`config.mk`:
```
export PLATFORM = sky130hd
export DESIGN_NAME = mips_multicycle_control
export DESIGN_NICKNAME = d
export VERILOG_FILES = /design/src/rtl/mips_multicycle_control.sv
export SDC_FILE = /design/constraint.sdc
export NUM_CORES = 1
export LEC_CHECK = 0
export ABC_CLOCK_PERIOD_IN_PS = 6200
export CORE_AREA = 5 5 84 94
export DETAILED_ROUTE_END_ITERATION = 10
export DIE_AREA = 0 0 89 99
export GPL_TIMING_DRIVEN = 0
export REMOVE_ABC_BUFFERS = 1
export SLEW_MARGIN = 5
export SYNTH_ARGS = -nofsm -noshare
export SYNTH_HDL_FRONTEND = slang
export SYNTH_SLANG_ARGS = --single-unit
```
`constraint.sdc`:
```
create_clock -name clk -period 6.2 [get_ports clk]
set_clock_uncertainty 0.15 [all_clocks]
set_input_delay 0.62 -clock clk [delete_from_list [all_inputs] [get_ports clk]]
set_output_delay 0.62 -clock clk [all_outputs]
set_load 0.03 [all_outputs]
```
`src/rtl/mips_multicycle_control.sv`:
```
// mips_multicycle_control
//   Moore control FSM for a shared-memory multi-cycle MIPS datapath. Sequences
//   fetch, decode, execute, memory and writeback; supports R-type, lw, sw,
//   addi, beq, bne, j and jal. Also provides a memory-ready handshake, an
//   illegal-opcode pulse and a retired-instruction counter.
//
// Ports
//   clk, rst_n        : rising-edge clock, synchronous active-low reset
//   Opcode            : IR[31:26], stable from DECODE to end of instruction
//   mem_ready         : memory completes the access this cycle
//   IorD .. PCSrc     : datapath mux selects and write strobes
//   illegal_op        : one-cycle pulse in DECODE on an unrecognised opcode
//   instr_done        : one-cycle pulse in the final state of an instruction
//   instr_count       : retired-instruction count (wraps)
//   state             : current state code, debug only
module mips_multicycle_control #(
    parameter int              OP_W     = 6,
    parameter int              ALUOP_W  = 2,
    parameter int              CNT_W    = 32,
    parameter bit              MEM_HS   = 1'b1,
    parameter logic [OP_W-1:0] OP_RTYPE = 6'b000000,
    parameter logic [OP_W-1:0] OP_LW    = 6'b100011,
    parameter logic [OP_W-1:0] OP_SW    = 6'b101011,
    parameter logic [OP_W-1:0] OP_ADDI  = 6'b001000,
    parameter logic [OP_W-1:0] OP_BEQ   = 6'b000100,
    parameter logic [OP_W-1:0] OP_BNE   = 6'b000101,
    parameter logic [OP_W-1:0] OP_J     = 6'b000010,
    parameter logic [OP_W-1:0] OP_JAL   = 6'b000011
) (
    input  logic               clk,
    input  logic               rst_n,
    input  logic [OP_W-1:0]    Opcode,
    input  logic               mem_ready,
    output logic               IorD,
    output logic               MemRead,
    output logic               MemWrite,
    output logic               IRWrite,
    output logic               PCWrite,
    output logic               Branch,
    output logic               BranchNe,
    output logic               RegWrite,
    output logic [1:0]         RegDst,
    output logic [1:0]         MemtoReg,
    output logic               ALUSrcA,
    output logic [1:0]         ALUSrcB,
    output logic [ALUOP_W-1:0] ALUOp,
    output logic [1:0]         PCSrc,
    output logic               illegal_op,
    output logic               instr_done,
    output logic [CNT_W-1:0]   instr_count,
    output logic [3:0]         state
);

    typedef enum logic [3:0] {
        S_FETCH  = 4'd0,  S_DECODE = 4'd1,  S_MEMADR = 4'd2,  S_MEMRD  = 4'd3,
        S_MEMWB  = 4'd4,  S_MEMWR  = 4'd5,  S_EXEC   = 4'd6,  S_ALUWB  = 4'd7,
        S_ADDIEX = 4'd8,  S_ADDIWB = 4'd9,  S_BRANCH = 4'd10, S_JUMP   = 4'd11,
        S_JAL    = 4'd12
    } state_t;

    state_t           r_state;
    state_t           w_next;
    logic [CNT_W-1:0] r_count;
    logic             w_ready;
    logic [1:0]       w_aluop;
    logic             w_done;

    // With the handshake disabled every wait state exits after one cycle.
    assign w_ready = MEM_HS ? mem_ready : 1'b1;

    // State register and retired-instruction counter.
    // NOTE: sequential state uses non-blocking assignments so every register
    // samples the pre-edge values of its inputs.
    always_ff @(posedge clk) begin
        if (!rst_n) begin
            r_state <= S_FETCH;
            r_count <= '0;
        end else begin
            r_state <= w_next;
            if (w_done) r_count <= r_count + CNT_W'(1);
        end
    end

    // Next-state logic.
    // NOTE: every always_comb output gets a default first so no path leaves
    // it unassigned, which would otherwise infer a latch.
    always_comb begin
        w_next = S_FETCH;
        case (r_state)
            S_FETCH:  w_next = w_ready ? S_DECODE : S_FETCH;
            S_DECODE: begin
                if (Opcode == OP_LW || Opcode == OP_SW)       w_next = S_MEMADR;
                else if (Opcode == OP_RTYPE)                  w_next = S_EXEC;
                else if (Opcode == OP_ADDI)                   w_next = S_ADDIEX;
                else if (Opcode == OP_BEQ || Opcode == OP_BNE) w_next = S_BRANCH;
                else if (Opcode == OP_J)                      w_next = S_JUMP;
                else if (Opcode == OP_JAL)                    w_next = S_JAL;
                else                                          w_next = S_FETCH;
            end
            S_MEMADR: begin
                if (Opcode == OP_SW)      w_next = S_MEMWR;
                else if (Opcode == OP_LW) w_next = S_MEMRD;
                else                      w_next = S_FETCH;
            end
            S_MEMRD:  w_next = w_ready ? S_MEMWB : S_MEMRD;
            S_MEMWR:  w_next = w_ready ? S_FETCH : S_MEMWR;
            S_EXEC:   w_next = S_ALUWB;
            S_ADDIEX: w_next = S_ADDIWB;
            default:  w_next = S_FETCH;  // writeback/branch/jump states and unused codes
        endcase
    end

    // Output decode (Moore, except the FETCH IR/PC strobes follow mem_ready).
    always_comb begin
        IorD       = 1'b0;
        MemRead    = 1'b0;
        MemWrite   = 1'b0;
        IRWrite    = 1'b0;
        PCWrite    = 1'b0;
        Branch     = 1'b0;
        BranchNe   = 1'b0;
        RegWrite   = 1'b0;
        RegDst     = 2'b00;
        MemtoReg   = 2'b00;
        ALUSrcA    = 1'b0;
        ALUSrcB    = 2'b00;
        w_aluop    = 2'b00;
        PCSrc      = 2'b00;
        illegal_op = 1'b0;
        w_done     = 1'b0;
        case (r_state)
            S_FETCH: begin
                MemRead = 1'b1;
                ALUSrcB = 2'b01;
                IRWrite = w_ready;
                PCWrite = w_ready;
            end
            S_DECODE: begin
                ALUSrcB    = 2'b11;
                illegal_op = !(Opcode == OP_LW   || Opcode == OP_SW  ||
                               Opcode == OP_RTYPE || Opcode == OP_ADDI ||
                               Opcode == OP_BEQ  || Opcode == OP_BNE ||
                               Opcode == OP_J    || Opcode == OP_JAL);
            end
            S_MEMADR, S_ADDIEX: begin
                ALUSrcA = 1'b1;
                ALUSrcB = 2'b10;
            end
            S_MEMRD: begin
                IorD    = 1'b1;
                MemRead = 1'b1;
            end
            S_MEMWB: begin
                MemtoReg = 2'b01;
                RegWrite = 1'b1;
                w_done   = 1'b1;
            end
            S_MEMWR: begin
                IorD     = 1'b1;
                MemWrite = 1'b1;
                w_done   = w_ready;  // retires only on the completing cycle
            end
            S_EXEC: begin
                ALUSrcA = 1'b1;
                w_aluop = 2'b10;
            end
            S_ALUWB: begin
                RegDst   = 2'b01;
                RegWrite = 1'b1;
                w_done   = 1'b1;
            end
            S_ADDIWB: begin
                RegWrite = 1'b1;
                w_done   = 1'b1;
            end
            S_BRANCH: begin
                ALUSrcA  = 1'b1;
                w_aluop  = 2'b01;
                PCSrc    = 2'b01;
                Branch   = (Opcode == OP_BEQ);
                BranchNe = (Opcode == OP_BNE);
                w_done   = 1'b1;
            end
            S_JUMP: begin
                PCSrc   = 2'b10;
                PCWrite = 1'b1;
                w_done  = 1'b1;
            end
            S_JAL: begin
                // PC already holds PC+4 from FETCH, so it is the link value.
                PCSrc    = 2'b10;
                PCWrite  = 1'b1;
                RegDst   = 2'b10;
                MemtoReg = 2'b10;
                RegWrite = 1'b1;
                w_done   = 1'b1;
            end
            default: ;
        endcase
        // No architectural state may change while reset is held.
        if (!rst_n) begin
            MemWrite = 1'b0;
            IRWrite  = 1'b0;
            PCWrite  = 1'b0;
            Branch   = 1'b0;
            BranchNe = 1'b0;
            RegWrite = 1'b0;
        end
    end

    assign ALUOp       = ALUOP_W'(w_aluop);
    assign instr_done  = w_done;
    assign instr_count = r_count;
    assign state       = r_state;

endmodule
```
==> results of run 1 <==
## worst max path at each step
stage / startpoint / to
global route: rst_n / MemWrite
floorplan: state[3]$_SDFF_PN0_ / Branch
CTS: rst_n / MemWrite
detailed placement: rst_n / MemWrite
global placement: rst_n / MemWrite
finish: rst_n / MemWrite
## state kept, by name (all words and copies together) (netlist names)
register,flops
instr_count,32
state,4
## per-stage QoR
step	cells	setup slack, ps
final	439	2082
after global routing	439	1915
after CTS	439	2051
after detailed placement	431	2043
after global placement	431	1979
after floorplan	281	3248
## placed cells by master, fill, tap and decap left out, drive strengths merged, types with 9 or more instances in the layout
cell type      instances
a21oi                 23
clkdlybuf4s50         65
dfxtp                 36
nand2                 20
nand3                 13
nand4                 18
nor2                  37
o21ai                 20
or3                   13
xnor2                  9
## critical path, stage by stage
cell and delay [ps]:
clkdlybuf4s50_1 680, clkinv_1 890, nor3_1 430, clkdlybuf4s50_1 720
## cell type report
type                            count  area [µm²]  area share, %
Inverter                            6       22.52         0.7525
Tap cell                           85       106.4          3.554
Multi-Input combinational cell    239        1403          46.86
Clock buffer                        8       90.09          3.010
Sequential cell                    36       720.7          24.08
Timing Repair Buffer               65       650.6          21.74
## cells by family (layout without fill, tap and decap cells)
logic type	count (synthesis)	in the layout
and+or+nand+nor	156	156
adders and majority gates	1	1
muxes	2	2
DFF	36	36
xor gates and xnor gates	15	15
buffers and inverters	20	79
AOI/OAI and AO/OA	65	65
## layer usage
layer | vias to the layer above | routed length (µm)
met1 | 1102 | 3015
li1 | 1194 | -
met5 | - | 0
met2 | 68 | 2919
met4 | 0 | 81
met3 | 9 | 424
## report_power, final
group / total, W / internal [W] / switching (W)
logic: 0.0000440 / 0.0000179 / 0.0000260
registers: 0.000235 / 0.000232 / 0.00000325
clock network: 0.000172 / 0.0000907 / 0.0000815
==> flow_metrics.env, run 1 <==
export IMPL_outcome="complete, no violations"
export IMPL_met2_usage_pct=23.31
export IMPL_dp_hpwl_mm=4.596
export IMPL_fp_dieH_um=99
export IMPL_power_density_nw_per_um2=150.8
export IMPL_required_ps=5430
export IMPL_grt_met1_usage_pct=20.44
export IMPL_vdd_drop_max_mv=0.08967
export IMPL_synth_adder_area_share_pct=0.5682
export IMPL_seq_area_frac_synth_pct=32.73
export IMPL_fmax_mhz=242.9
export IMPL_initial_utilization_pct=32.16
export IMPL_power_leakage_nw=0.9293
export IMPL_wl_mm=6.441
export IMPL_synthTopCellsByCount="37 x nor2_1, 36 x dfxtp_1, 23 x a21oi_1"
export IMPL_syn_area_per_cell_um2=7.465
export IMPL_grt_pass1_vias=2219
export IMPL_worstReg2RegEnd="instr_count[24]$_SDFFE_PN0P_"
export IMPL_fin_tns_setup_ps=0
export IMPL_placed_area_um2=2903
export IMPL_crit_fanout=34
export IMPL_routedWlPerCell_um=14.67
export IMPL_critPathArrivalTime_ps=3350
export IMPL_grt_util_met3_pct=3.595
export IMPL_cts_sinks=36
export IMPL_yosys_warnings=0
export IMPL_max_slew_margin_rel_pct=28.87
export IMPL_drive_gt1_share_pct=5.085
export IMPL_r2r_cells=5
export IMPL_overflow=0
export IMPL_synth_top_family_by_area="simple AND/OR/NAND/NOR gates"
export IMPL_final_nets=363
export IMPL_n_fill_cell=702
export IMPL_synth_edff_count=0
export IMPL_worstMarginPinSlew_ps=1057
export IMPL_hold_start="instr_count[31]$_SDFFE_PN0P_"
export IMPL_synth_most_common_cell="nor2_1"
export IMPL_ys_flop_type="dfxtp_1"
export IMPL_track_usage_pct=15.00
export IMPL_hold_ws_ps=336.3
export IMPL_synthCells=295
export IMPL_cts_htree_levels=2
export IMPL_min_to="instr_count[31]$_SDFFE_PN0P_"
export IMPL_finalMaxSlewViolations=0
export IMPL_antenna_found_initial=0
export IMPL_grt_busiest_layer="met2"
export IMPL_cts_buffers=5
export IMPL_fin_util_pct=43.71
export IMPL_cts_tree="done"
export IMPL_pin_count=66
export IMPL_rr_startpoint="state[2]$_SDFF_PN0_"
export IMPL_dieArea_um2=8811
export IMPL_drv_cap=0
export IMPL_stdcell_area_um2=2993
export IMPL_worstSetupPathType="in -> out"
export IMPL_finalSetupViolCount=0
export IMPL_synthTopCellsByArea="dfxtp_1 33%, nor2_1 6.3%, a21oi_1 5.2%"
export IMPL_place_gp_congestion=0.8394
export IMPL_core_um2=6847
export IMPL_synthXorXnorAreaFrac_pct=5.966
export IMPL_ctsHoldBuffers=0
export IMPL_cts_resized=0
export IMPL_hold_path_class="reg -> reg"
export IMPL_insertion_delay_ps=280
export IMPL_area_growth_pct=35.91
export IMPL_synthMuxAreaShare_pct=0.9659
export IMPL_yosys_area_share_simple_pct=38.64
export IMPL_yosys_area_top_type_share_pct=32.73
export IMPL_cp_start_kind="primary input"
export IMPL_ys_types=52
export IMPL_grt_pass1_wl_mm=10.76
export IMPL_cts_setup_buffers=0
export IMPL_clk_pin_slew_ps=70
export IMPL_syn_area_um2=2202
export IMPL_hold_viol=0
export IMPL_cts_root_buf="clkbuf_8"
export IMPL_reg2reg_slack_ps=2990
export IMPL_drt_vias_per_instance=5.405
export IMPL_io_buffers=65
export IMPL_synth_compound_area_share_pct=17.56
export IMPL_yosysTopAreaCell="dfxtp_1"
export IMPL_num_rows=32
export IMPL_power_w=0.0004512
export IMPL_min_path_cells=2
export IMPL_period_minus_slack_ps=4118
export IMPL_first_iter_violations=79
export IMPL_worstSetupEndpointType="output pin"
export IMPL_ant_nets=0
export IMPL_vias=2373
export IMPL_die_w_um=89
export IMPL_timing_final_crit_share_pct=66.42
export IMPL_grt_setup_unrepaired="no"
export IMPL_n_antenna_cell=0
export IMPL_drc=0
export IMPL_firstDrtPassIters=4
export IMPL_ys_async_sr_fraction_pct=0
export IMPL_clock_path_buffers=2
export IMPL_grt_max_degree=35
export IMPL_yosys_register_bits=36
Power figures use the tool's default switching activity.
==> run 2, diff against run 1 <==
- ABC_CLOCK_PERIOD_IN_PS: 6200 -> 4100
- clock period: 6.2 -> 4.1 ns (I/O delays scaled with it)
==> results of run 2 <==
The final DEF is identical to that of run 1. Status: complete, no violations.
Main changes from that run: setup slack after placement 2043 ps -> 363.0 ps; setup slack after layout 2082 ps -> 402.2 ps; register-to-register setup slack 2990 ps -> 890 ps; total power 0.0004512 W -> 0.0006823 W; worst IR drop on VDD 0.08967 mV -> 0.1356 mV
